$ cat src/rtl/tt3_sweep_ctrl.sv
// tt3_sweep_ctrl: steps a 3-input truth-table logic block through rows 000..111.
// Each row is held for SETTLE_CYCLES cycles, and the block output is sampled on
// the last of them into table_out[7-row], so a 0xDE block reads back 8'hDE.
// Optional build macro TT3_SWEEP_COMPARE_EN adds a compare against an expected word.
//
// Handshake: start is a one-cycle request that is honoured only in IDLE.
// abort ends an active sweep and has no effect outside RUN. done pulses for
// exactly one cycle (FIN) after a sweep that ran to completion. table_out is
// meaningful only while table_valid is high.
module tt3_sweep_ctrl #(
   parameter int SETTLE_CYCLES = 4,
   parameter int CNT_W         = 8
) (
   input  logic       clk,
   input  logic       rst,
   input  logic       start,
   input  logic       abort,
   input  logic       dut_out,
   output logic       drv_in1,
   output logic       drv_in2,
   output logic       drv_in3,
   output logic       busy,
   output logic       done,
   output logic [7:0] table_out,
   output logic       table_valid,
   output logic [1:0] dbg_state
`ifdef TT3_SWEEP_COMPARE_EN
   ,
   input  logic [7:0] expected,
   output logic       match,
   output logic [7:0] mismatch_mask
`endif
);

   typedef enum logic [1:0] {
      S_IDLE = 2'd0,
      S_RUN  = 2'd1,
      S_FIN  = 2'd2
   } state_t;

   localparam logic [CNT_W-1:0] CNT_LAST = CNT_W'(SETTLE_CYCLES - 1);

   state_t           state;
   logic [2:0]       row;
   logic [CNT_W-1:0] cnt;
   logic             sample_now;
   logic [7:0]       table_next;

`ifdef TT3_SWEEP_COMPARE_EN
   logic [7:0] expected_q;
   logic [7:0] diff;
`endif

   assign sample_now = (cnt == CNT_LAST);
   assign dbg_state  = state;

   // Table word as it will look once the current row's sample is written.
   always_comb begin
      table_next = table_out;
      table_next[3'd7 - row] = dut_out;
   end

`ifdef TT3_SWEEP_COMPARE_EN
   assign diff = table_next ^ expected_q;
`endif

   // Sweep sequencer: the state and all outputs are registered here.
   always_ff @(posedge clk) begin
      if (rst) begin
         state       <= S_IDLE;
         row         <= 3'd0;
         cnt         <= '0;
         drv_in1     <= 1'b0;
         drv_in2     <= 1'b0;
         drv_in3     <= 1'b0;
         busy        <= 1'b0;
         done        <= 1'b0;
         table_out   <= 8'h00;
         table_valid <= 1'b0;
`ifdef TT3_SWEEP_COMPARE_EN
         expected_q    <= 8'h00;
         match         <= 1'b0;
         mismatch_mask <= 8'h00;
`endif
      end else begin
         done <= 1'b0;
         case (state)
            S_IDLE: begin
               busy                        <= 1'b0;
               {drv_in1, drv_in2, drv_in3} <= 3'b000;
               if (start) begin
                  state       <= S_RUN;
                  row         <= 3'd0;
                  cnt         <= '0;
                  busy        <= 1'b1;
                  table_out   <= 8'h00;
                  table_valid <= 1'b0;
`ifdef TT3_SWEEP_COMPARE_EN
                  expected_q    <= expected;
                  match         <= 1'b0;
                  mismatch_mask <= 8'h00;
`endif
               end
            end
            S_RUN: begin
               if (abort) begin
                  // The sample due in this cycle is dropped; partial bits stay.
                  state                       <= S_IDLE;
                  busy                        <= 1'b0;
                  row                         <= 3'd0;
                  cnt                         <= '0;
                  {drv_in1, drv_in2, drv_in3} <= 3'b000;
               end else if (sample_now) begin
                  table_out <= table_next;
                  cnt       <= '0;
                  if (row == 3'd7) begin
                     state                       <= S_FIN;
                     row                         <= 3'd0;
                     busy                        <= 1'b0;
                     done                        <= 1'b1;
                     table_valid                 <= 1'b1;
                     {drv_in1, drv_in2, drv_in3} <= 3'b000;
`ifdef TT3_SWEEP_COMPARE_EN
                     mismatch_mask <= diff;
                     match         <= (diff == 8'h00);
`endif
                  end else begin
                     row                         <= row + 3'd1;
                     {drv_in1, drv_in2, drv_in3} <= row + 3'd1;
                  end
               end else begin
                  cnt <= cnt + 1'b1;
               end
            end
            S_FIN: begin
               state <= S_IDLE;
            end
            default: begin
               state <= S_IDLE;
            end
         endcase
      end
   end

endmodule

$ cat config.mk
export PLATFORM = sky130hd
export DESIGN_NAME = tt3_sweep_ctrl
export DESIGN_NICKNAME = d
export VERILOG_FILES = /design/src/rtl/tt3_sweep_ctrl.sv
export SDC_FILE = /design/constraint.sdc
export NUM_CORES = 1
export LEC_CHECK = 0
export CAP_MARGIN = 20
export CORE_MARGIN = 4
export CORE_UTILIZATION = 40
export CTS_BUF_LIST = sky130_fd_sc_hd__clkbuf_16
export CTS_CLUSTER_DIAMETER = 120
export CTS_CLUSTER_SIZE = 20
export DETAILED_ROUTE_END_ITERATION = 16
export GPL_TIMING_DRIVEN = 1
export PLACE_DENSITY = 0.65
export REMOVE_ABC_BUFFERS = 1
export SYNTH_ARGS = -nofsm -noshare
export SYNTH_HDL_FRONTEND = slang
export SYNTH_SLANG_ARGS = --single-unit
$ cat constraint.sdc
create_clock -name clk -period 1.9 [get_ports clk]
set_input_delay 0.57 -clock clk [delete_from_list [all_inputs] [get_ports clk]]
set_output_delay 0.57 -clock clk [all_outputs]
set_load 0.02 [all_outputs]
# After elaboration in Yosys (flattened, before gate mapping)
# Index checks and enable logic that the tools add are counted.
[totals] reg_bits=27 input_bits=5 output_inout_bits=16 wordCells=80
[op_classes] n_addsub=3 order_cmp=2 n_eq_ne=9 muxes=43 bitwise_logic=2 n_reduce_logical=11
[ops] op="$mux W8" n=5
[ops] op="$pmux W8 S2" n=2
[ops] op="$mux W1" n=19
[ops] op="$mux W3" n=4
[ops] op="$pmux W1 S2" n=5
[ops] op="$reduce_and A3 Y1" n=3
[ops] op="$add A8 B1 Y8 const B" n=1
[ops] op="$bwmux W8" n=1
[ops] op="$eq A8 B2 Y1 const B" n=1
[ops] op="$mux W2" n=4
[ops] op="$ne A2 B2 Y1 const B" n=4
[ops] op="$ne A3 B3 Y1 const B" n=2
[ops] op="$pmux W3 S2" n=1
[ops] op="$reduce_and A5 Y1" n=1
[ops] op="$lt A3 B4 Y1 const B" n=1
[ops] op="$pmux W2 S2" n=1
[ops] op="$reduce_and A2 Y1" n=2
[ops] op="$reduce_and A4 Y1" n=1
[ops] op="$reduce_or A4 Y1" n=1
[ops] op="$add A3 B1 Y3 const B" n=1
[ops] op="$demux W1 S3" n=1
[ops] op="$eq A3 B3 Y1 const B" n=1
[ops] op="$ge A3 B1 Y1 const B" n=1
[ops] op="$sub A3 B3 Y3 const A" n=1
[ops] op="other kinds (5)" n=6

# Longest topological paths before layout
# Gate-level depths: netlist of run 1.
[logic_depth] word_depth=9 ltp_mapped=6 depth_no_buf=5

# Worst setup path before layout of run 1
# OpenSTA, ideal clock, no wires.
[synth_timing] path_type="flip-flop to flip-flop" startpoint="register cnt[0]" endpoint="register table_out[3]" setup_time_ps=127 t_arrival_ps=1778 t_required_ps=1773 slack_ps=-5 path_stages_with_launch=6 path_buffers=0 period_less_slack_ps=1905 path_cell_list="dfxtp_1 > ha_1 > or4b_4 > or3_4 > o311ai_1 > o21ai_1"
[synth_between] elab_chain_len=3
[synth_rtl] element="from (decl)" line="45" text="logic [CNT_W-1:0] cnt;"
[synth_rtl] element="from (signal assigned)" line="132" text="cnt <= cnt + 1'b1;"
[synth_rtl] element="$eq A8 B2 Y1" line="54" text="assign sample_now = (cnt == CNT_LAST);"
[synth_rtl] element="$ne A2 B2 Y1 (no source line)"
[synth_rtl] element="$reduce_and A4 Y1 (no source line)"
[synth_rtl] element="to (signal assigned)" line="114" text="table_out <= table_next;"
[synth_rtl] element="to (decl)" line="24" text="output logic [7:0] table_out,"
# No other way between the ends.
# A chain may end at the register's enable or synchronous reset.

# Worst setup path in the final report of run 1
[layout_timing] startpoint="input abort" endpoint="register table_out[6]"
[layout_between] elab_chain_len=2
[layout_rtl] element="from (decl)" line="17" text="input logic abort,"
[layout_rtl] element="$ne A2 B2 Y1 (no source line)"
[layout_rtl] element="$reduce_and A4 Y1 (no source line)"
# No other way between the ends.

==> results.yml, run 1 <==
finish:
  finalNetCount: 176
  fill_cells: 258
  fin_cells: 198
  final_layout_size_suffix_gt1_share_pct: 25.7
  synthToLayoutAreaGrowth_pct: 41.4
  n_antenna_cell: 0
  finish.instance_area_um2: 1740
worst_setup_path:
  cp-end-kind: "register"
  worstSetupPathType: "input port to register"
  slowest_stage: "or3b_4"
  crit_fanout: 4
  crit_path_max_incr_delay_ns: 0.42
  arrival_ns: 2.09
  rrSetupSlack_ns: 0.01
  required_ns: 2.09
  critPathBufInv: 2
  cp_top_family: "simple AND/OR/NAND/NOR gates"
  worst_setup_path_start_kind: "input port"
  crit_chain: "dlygate4sd2_1 -> or3b_4 -> buf_4 -> nor4_4 -> nand3_1 -> o21ai_0"
cts:
  insertion_delay_ns: 0.26
  cts.sinks: 27
  clk_path_buf_depth: 2
  clkTransAtPathRegs_ns: 0.07
  cts_hold_buffers: 0
  cts.htree.levels: 1
  cts_made_buffers: 3
  cts_root_buf: "clkbuf_16"
  cts_tree: "yes"
placed_design:
  place_inst: 191
  hpwl_um: 2370
  place.gp.congestion: 0.846
  post-place-ws_ns: -0.436
  io_buffer_count: 20
  dpl_cell_area_um2: 1550
timing:
  drv_slew: 0
  tightest_slew_ns: 0.521
  finalHoldViolCount: 0
  whs_ns: 0.459
  finalCritPeriodShare_pct: 100
  post-route-min-period_ns: 1.90
  skew_ns: 0.00455
  fmax_mhz: 525
  slew_headroom_pct: 65.2
  finalSetupViolations: 1
  fin_ws_ns: -0.00296
  fin_setup_tns_ns: -0.00296
  rsz0062_at_grt: "yes"
outcome:
  violations: "negative setup slack"
  status: "complete, but fails checks"
yosys:
  yosys_warnings: 0
  synthCells: 131
  synth_top_family_by_area: "simple AND/OR/NAND/NOR gates"
  post_synth.cell_area_avg_um2: 9.41
  synth_compound_area_share_pct: 22.5
  syn_area_um2: 1230
  ys.flop_type: "dfxtp_1"
  synth_xor_area_share_pct: 4.26
  ys_seq_area_share_pct: 43.9
  synthAdderAreaFrac_pct: 3.05
  async_flop_share_pct: 0
  synth-seq-cells: 27
  synthMuxAreaShare_pct: 0
  yosys.area_share.simple_pct: 22.7
  synth.distinct_cells: 40
  synth-edff-count: 0
flow_run:
  maxCapViolCount: 0
route:
  firstDrtPassIters: 4
  drcViolationCount: 0
  detail-route-antenna-nets: 0
  viasPerCell: 5.73
  drt_wl_total_um: 3140
  num_vias: 1135
  avgRoutedWirePerCell_um: 15.9
  drt_iter0_markers: 40
global_routing:
  grt_pass1_vias: 1193
  grt_max_degree: 16
  gr-total-overflow: 0
  grt_pass1_wl_um: 5380
  track_usage_pct: 16.7
  grt_antenna_before_repair: 0
hold_path:
  worstHoldPathType: "register to register"
die:
  initial_core_util_pct: 43.2
  dieWidth_um: 63.5
  die_area_um2: 4030
  coreArea_um2: 2850
  rows: 19
  pin_count: 21
  fp.dieH_um: 63.5
power_and_ir_drop:
  cellLeakagePower_uw: 0.000606
  powerDensity_nw_per_um2: 666
  peakVddDrop_mv: 0.579
per-stage QoR:
step | util (%) | total power, uW
final | 61.1 | 1160
after global routing | 61.1 | 1210
after CTS | 59.6 | 1170
after detailed placement | 54.4 | 689
after global placement | 54.4 | 687
after floorplan | - | 639
flip-flops by register name, indices dropped and copies added, names as in the netlist:
signal,flops
drv_in1,1
table_valid,1
table_out,8
dbg_state,2
done,1
drv_in3,1
busy,1
cnt,8
drv_in2,1
row,3
area by class of cell:
type	count	area [um2]	share of cell area, %
Clock buffer	3	75.1	4.31
Clock inverter	1	5.00	0.287
Inverter	7	26.3	1.51
Multi-Input combinational cell	93	732	42.0
Sequential cell	27	543	31.2
Tap cell	31	38.8	2.23
Timing Repair Buffer	36	323	18.5
layer usage:
layer	routed length, um	share of wire, %	global-route usage (%)
met1	1330	42	17.7
met2	1600	51	30.4
met3	127	4.0	4.97
met4	83	2.6	7.01
met5	0	0	0
timing repair:
action / CTS / global route
pin swaps: 7 / 7
resized for setup: 10 / 8
buffers inserted: 3 / 0
endpoints found under the setup margin: 22 / 12
synthesized netlist by cell type (2+ instances only):
cell / count / area, um2
dfxtp_1: 27 / 541
nor2_1: 11 / 41.3
nand2_1: 8 / 30.0
o21ai_1: 8 / 40.0
inv_1: 7 / 26.3
o311ai_1: 7 / 61.3
nor3_1: 6 / 30.0
a31oi_1: 4 / 25.0
ha_1: 3 / 37.5
nand3_1: 3 / 15.0
nand4_1: 3 / 18.8
o21ai_0: 3 / 15.0
xnor2_1: 3 / 26.3
xor2_1: 3 / 26.3
a21oi_1: 2 / 10.0
buf_2: 2 / 10.0
clkbuf_1: 2 / 7.51
nand2b_1: 2 / 12.5
nor3b_1: 2 / 15.0
o21ba_2: 2 / 20.0
o21bai_2: 2 / 22.5
o22ai_1: 2 / 12.5
or3_4: 2 / 22.5
layout by cell type (no fill, tap or decap), types with 3 or more instances in the layout:
cell type and count:
o311ai_1 4, xor2_1 3, inv_1 7, nor3_1 6
o21ai_1 8, nor2_1 11, a31oi_1 4, clkdlybuf4s50_1 19
xnor2_1 3, dfxtp_1 25, nand2_1 8, buf_4 15
nand4_1 3, clkbuf_16 3
report_power, final:
part / total, uW / switching, uW / internal, uW
combinational: 111 / 61.9 / 48.7
clock: 475 / 191 / 284
sequential: 575 / 3.86 / 571
total: 1160 / 257 / 904
cells by family after synthesis:
kind of cell             Yosys count
AND/OR/NAND/NOR                   46
AO/OA/AOI/OAI                     38
flip-flops                        27
buffers and inverters             11
XOR/XNOR                           6
adder cells (fa/ha/maj)            3
final timing paths:
check	startpoint	to	cells past startpoint
worst max register to register	cnt[1]$_SDFFE_PP0P_	table_out[6]$_SDFFE_PP0P_	6
worst max-delay path	abort	table_out[6]$_SDFFE_PP0P_	6
worst min-delay path	drv_in1$_SDFFE_PP0P_	drv_in1$_SDFFE_PP0P_	2
worst min register to register	drv_in1$_SDFFE_PP0P_	drv_in1$_SDFFE_PP0P_	2
worst register-to-register path, stage by stage, from the launching register on:
cell and delay (ns):
dfxtp_2 0.35, ha_4 0.13, or4b_4 0.49, buf_4 0.17, nor4_4 0.29, nand3_1 0.20
o21ai_0 0.19
(Power assumes the default switching activity.)
==> run 2, diff against run 1 <==
- SLEW_MARGIN: not set -> 30
==> results of run 2 <==
The final DEF is identical to that of run 1; final timing and power are the same.
==> run 3, diff against run 2 <==
- CORE_ASPECT_RATIO: not set -> 0.9
==> results.yml, run 3 (synthesis gave the netlist of run 1 again) <==
cts:
  cts_hold_buffers: 0
  clk_path_buf_depth: 2
  clkTransAtPathRegs_ns: 0.06
  cts_made_buffers: 3
  insertion_delay_ns: 0.25
  cts.sinks: 27
  cts_tree: "yes"
  cts_root_buf: "clkbuf_16"
  cts.htree.levels: 1
route:
  drt_wl_total_um: 2690
  drcViolationCount: 0
  firstDrtPassIters: 4
  drt_iter0_markers: 46
  num_vias: 1097
  detail-route-antenna-nets: 0
  avgRoutedWirePerCell_um: 13.3
  viasPerCell: 5.43
hold_path:
  worstHoldStart: "busy$_SDFFE_PP0P_"
  whs_path_depth: 2
  min_to: "busy$_SDFFE_PP0P_"
  worstHoldPathType: "register to register"
finish:
  finalNetCount: 171
  fill_cells: 251
  synthToLayoutAreaGrowth_pct: 40.0
  finish.instance_area_um2: 1730
  post-route-util_pct: 60.8
  final_layout_size_suffix_gt1_share_pct: 24.1
  multi_input_area_um2: 743
  final_common_cell: "dfxtp_1"
  largestRegisters: "cnt (8), table_out (8), row (3)"
  final_cell_mix: "dfxtp_1 (25), clkdlybuf4s50_1 (17), nor2_1 (11), buf_4 (11)"
  regArea_um2: 543
  n_antenna_cell: 0
timing:
  post-route-min-period_ns: 1.87
  drv_slew: 0
  slew_headroom_pct: 71.6
  finalSetupViolations: 0
  skew_ns: 0.00539
  finalHoldViolCount: 0
  rsz0062_at_grt: "yes"
  finalCritPeriodShare_pct: 98.5
  fmax_mhz: 534
  tightest_slew_ns: 0.426
die:
  pin_count: 21
  fp.dieH_um: 60.7
  dieWidth_um: 66.5
  initial_core_util_pct: 43.4
  die_area_um2: 4030
  rows: 18
  coreArea_um2: 2840
global_routing:
  grt_pass1_vias: 977
  grt_max_degree: 15
  grt_antenna_before_repair: 0
  grt_pass1_wl_um: 4550
  track_usage_pct: 14.6
  gr-total-overflow: 0
worst_setup_path:
  cp_top_family: "simple AND/OR/NAND/NOR gates"
  slowest_stage: "or4b_4"
  rr_worst_depth: 5
  worst_setup_path_start_kind: "register"
  r2r_end: "table_out[7]$_SDFFE_PP0P_"
  required_ns: 2.03
  crit_path_max_incr_delay_ns: 0.50
  cp.depth: 5
  rrSetupSlack_ns: 0.03
  crit_fanout: 6
  cp-end-kind: "register"
  critPathBufInv: 0
  r2r_start: "cnt[0]$_SDFFE_PP0P_"
  arrival_ns: 2.00
  worstSetupPathType: "register to register"
  crit_chain: "ha_4 -> or4b_4 -> or3_4 -> o311ai_2 -> o21ai_1"
placed_design:
  hpwl_um: 2050
  place.gp.congestion: 0.867
  io_buffer_count: 20
  dpl_cell_area_um2: 1540
power_and_ir_drop:
  peakVddDrop_mv: 0.347
  cellLeakagePower_uw: 0.000597
  p_total_uw: 1140
  powerDensity_nw_per_um2: 658
flow_run:
  maxCapViolCount: 0
outcome:
  status: "complete, no violations"
[run 3: cell types whose count changed in the layout (fill, tap and decap cells not counted), sizes merged]
cell / previous run / this run
buf: 16 / 11
dlymetal6s2s: 0 / 1
clkdlybuf4s15: 0 / 1
clkinv: 1 / 0
inv: 7 / 8
clkdlybuf4s50: 19 / 17
[run 3: stage by stage]
stage	hold slack [ns]	std cells	setup TNS [ns]	setup WS (ns)
after floorplan	0.461	127	-0.00989	-0.00494
after global placement	0.459	197	-8.60	-0.404
after detailed placement	0.465	197	-9.28	-0.439
after CTS	0.473	202	-0.105	-0.0562
after global routing	0.503	202	-0.0637	-0.0275
final	0.474	202	0	0.0290
[run 3: how the worst max path moves through the flow]
stage / from / end / slack, ns
2_1_floorplan: cnt[0]$_SDFFE_PP0P_ / table_out[3]$_SDFFE_PP0P_ / -0.005
3_3_place_gp: abort / row[0]$_SDFFE_PP0P_ / -0.40
3_5_place_dp: abort / table_out[7]$_SDFFE_PP0P_ / -0.44
4_1_cts: cnt[0]$_SDFFE_PP0P_ / row[0]$_SDFFE_PP0P_ / -0.06
5_1_grt: cnt[0]$_SDFFE_PP0P_ / table_out[7]$_SDFFE_PP0P_ / -0.03
6_report: cnt[0]$_SDFFE_PP0P_ / table_out[7]$_SDFFE_PP0P_ / 0.03
[run 3: worst register-to-register path: cells and delay by family (launching register included)]
kind | cells | cell delay [ns]
flops | 1 | 0.35
simple gates | 2 | 0.93
fa+ha+maj | 1 | 0.13
compound gates | 2 | 0.33
[run 3: final cells by class]
type,instances,share of cell area [%]
well taps,40,2.90
flip-flops and latches,27,31.5
multi-input cells,93,43.1
clock inverters,1,0.218
clock buffers,3,4.35
repair buffers,31,16.5
inverters,7,1.52
[run 3: routing by layer]
metal	vias up	share of wire, %	global-route usage, %
li1	550	-	-
met1	512	49	20.8
met2	31	44	22.3
met3	4	5.6	2.41
met4	0	1.3	5.51
met5	-	0	0
[run 3: what timing repair did]
item                       CTS  global route
gates resized for setup     10            12
setup endpoints to repair   25            17
pin swaps                    7             5
setup buffers                1             0
[run 3: report_power, final]
part           internal [uW]  total (uW)  switching (uW)  leakage (uW)
Clock                    281         454             174     0.0000423
Combinational           45.4         104            58.5      0.000335
Sequential               572         577            5.17      0.000219
Total                    898        1130             237      0.000597
==> patch (settings of run 3) <==
`CNT_W`: 8 -> 6.
--- a/src/rtl/tt3_sweep_ctrl.sv
+++ b/src/rtl/tt3_sweep_ctrl.sv
@@ -9,7 +9,7 @@
 // meaningful only while table_valid is high.
 module tt3_sweep_ctrl #(
    parameter int SETTLE_CYCLES = 4,
-   parameter int CNT_W         = 8
+   parameter int CNT_W         = 6
 ) (
    input  logic       clk,
    input  logic       rst,
Formal check against the unedited RTL: same outputs for any inputs over 10 cycles, from zero or initial values and one cycle with rst high; that may be too few to reach the edited logic, so the function may still have changed.
==> patch against run 3 <==
  * Clock skew is 0.0022 ns lower
  * Sequential share of layout area fell by 0.73 points
  * Critical path depth fell by 4
  * Fmax is 5.3% higher
  * Power shrank 3.0%
  * Sequential cell count fell by 2
  * Synthesized cell count is 6.1% higher
  * Setup slack better by 0.094 ns
  * Synthesized area up 1.3%
  * Final area fell by 5.7%
  * Routed wire length up 6.3%
  * Critical endpoint is now drv_in2
  * Largest power group unchanged
==> patch: results (changes against run 3) <==
Yosys cell types: 41 (+2.5%)
Fraction of area in registers: 30.75% (-0.73 points)
Top cell type's share of synthesized area: 40.08% (-3.8 points)
# Post-CTS Setup Buffers: 0 (-1)
Min Hold Slack: 0.4732 ns (-0.0009140 ns)
Fill count: 271 (+8.0%)
Outcome: finished, final reports clean
Vias in the first global route: 1,063 (+8.8%)
Sink Count: 25 (-7.4%)
CP max stage delay: 0.61 ns (+0.11 ns)
WL met2: 1.376 mm (+16%)
Seq/Total Area, Yosys: 40.08% (-3.8 points)
Top delay family on crit path: buffers and inverters
Hold Path Origin: drv_in1
First-pass GRT wire length: 4.843 mm (+6.3%)
Worst Setup Slack post-DPL: -0.1136 ns (+0.3249 ns)
Top cells by count, synth: dfxtp_1 (25), o21ai_0 (18), nor2b_1 (10)
Peak VDD IR: 0.0005682 V (+64%)
Critical Path AT: 1.21 ns (-0.79 ns)
Detailed placement HPWL: 2.091 mm (+1.9%)
Nets: 177 (+3.5%)
Routed wl met3: 128 um (-15%)
Placer Congestion: 0.8031 (-7.3%)
Area of the multi-input gates: 711.9 sq um (-4.2%)
P_sw: 0.0002349 W (-0.97%)
Met1 wire length: 1.339 mm (+2.2%)
Setup crit start: drv_in2
Non-clock buffer share of cell area: 16.91% (+0.45 points)
FF-to-FF setup slack: 0.31 ns (+0.28 ns)
All-Layer GR Usage: 15.56% (+0.92 points)
Syn avg cell area: 8.983 sq um (-4.5%)
Layout cells sized above 1: 15.48% (-8.6 points)
Sequential Power Share: 48.6% (-2.2 points)
Inverters excl. clock: 3 (-4)
Non-Clock Buffer Count: 30 (-3.2%)
Comb pwr: 0.000113 W (+9%)
patch: stage by stage:
step	setup TNS [ns]	util [%]
after global routing	0	56.91
after CTS	0	56.61
after detailed placement	-1.087	53.85
after floorplan	0	-
after global placement	-0.6069	53.85
final	0	56.91
patch: final timing paths:
check                                    end  cells after the start
worst max register to register  table_out[7]                      5
worst max-delay path                 drv_in2                      1
worst min-delay path                 drv_in1                      2
worst min register to register       drv_in1                      2
patch: cell families (layout without fill, tap and decap cells):
kind of cell	count (synthesis)	after routing	share of synthesized area [%]
fa+ha+maj	3	3	3.006
buf+inv	8	37	3.607
xor+xnor	5	5	3.507
simple gates	53	53	26.85
flops	25	25	40.08
mux	2	2	1.603
compound gates	43	43	21.34
patch: repair_timing:
item,in CTS,in global routing
hold buffers,0,0
gates resized for setup,0,3
setup endpoints to repair,0,1
patch: routing by layer:
layer  up-vias  global-route usage, %
met5         -                      0
met4         0                  3.468
met3         2                  4.074
met2        25                  27.40
met1       522                  19.21
li1        556                      -
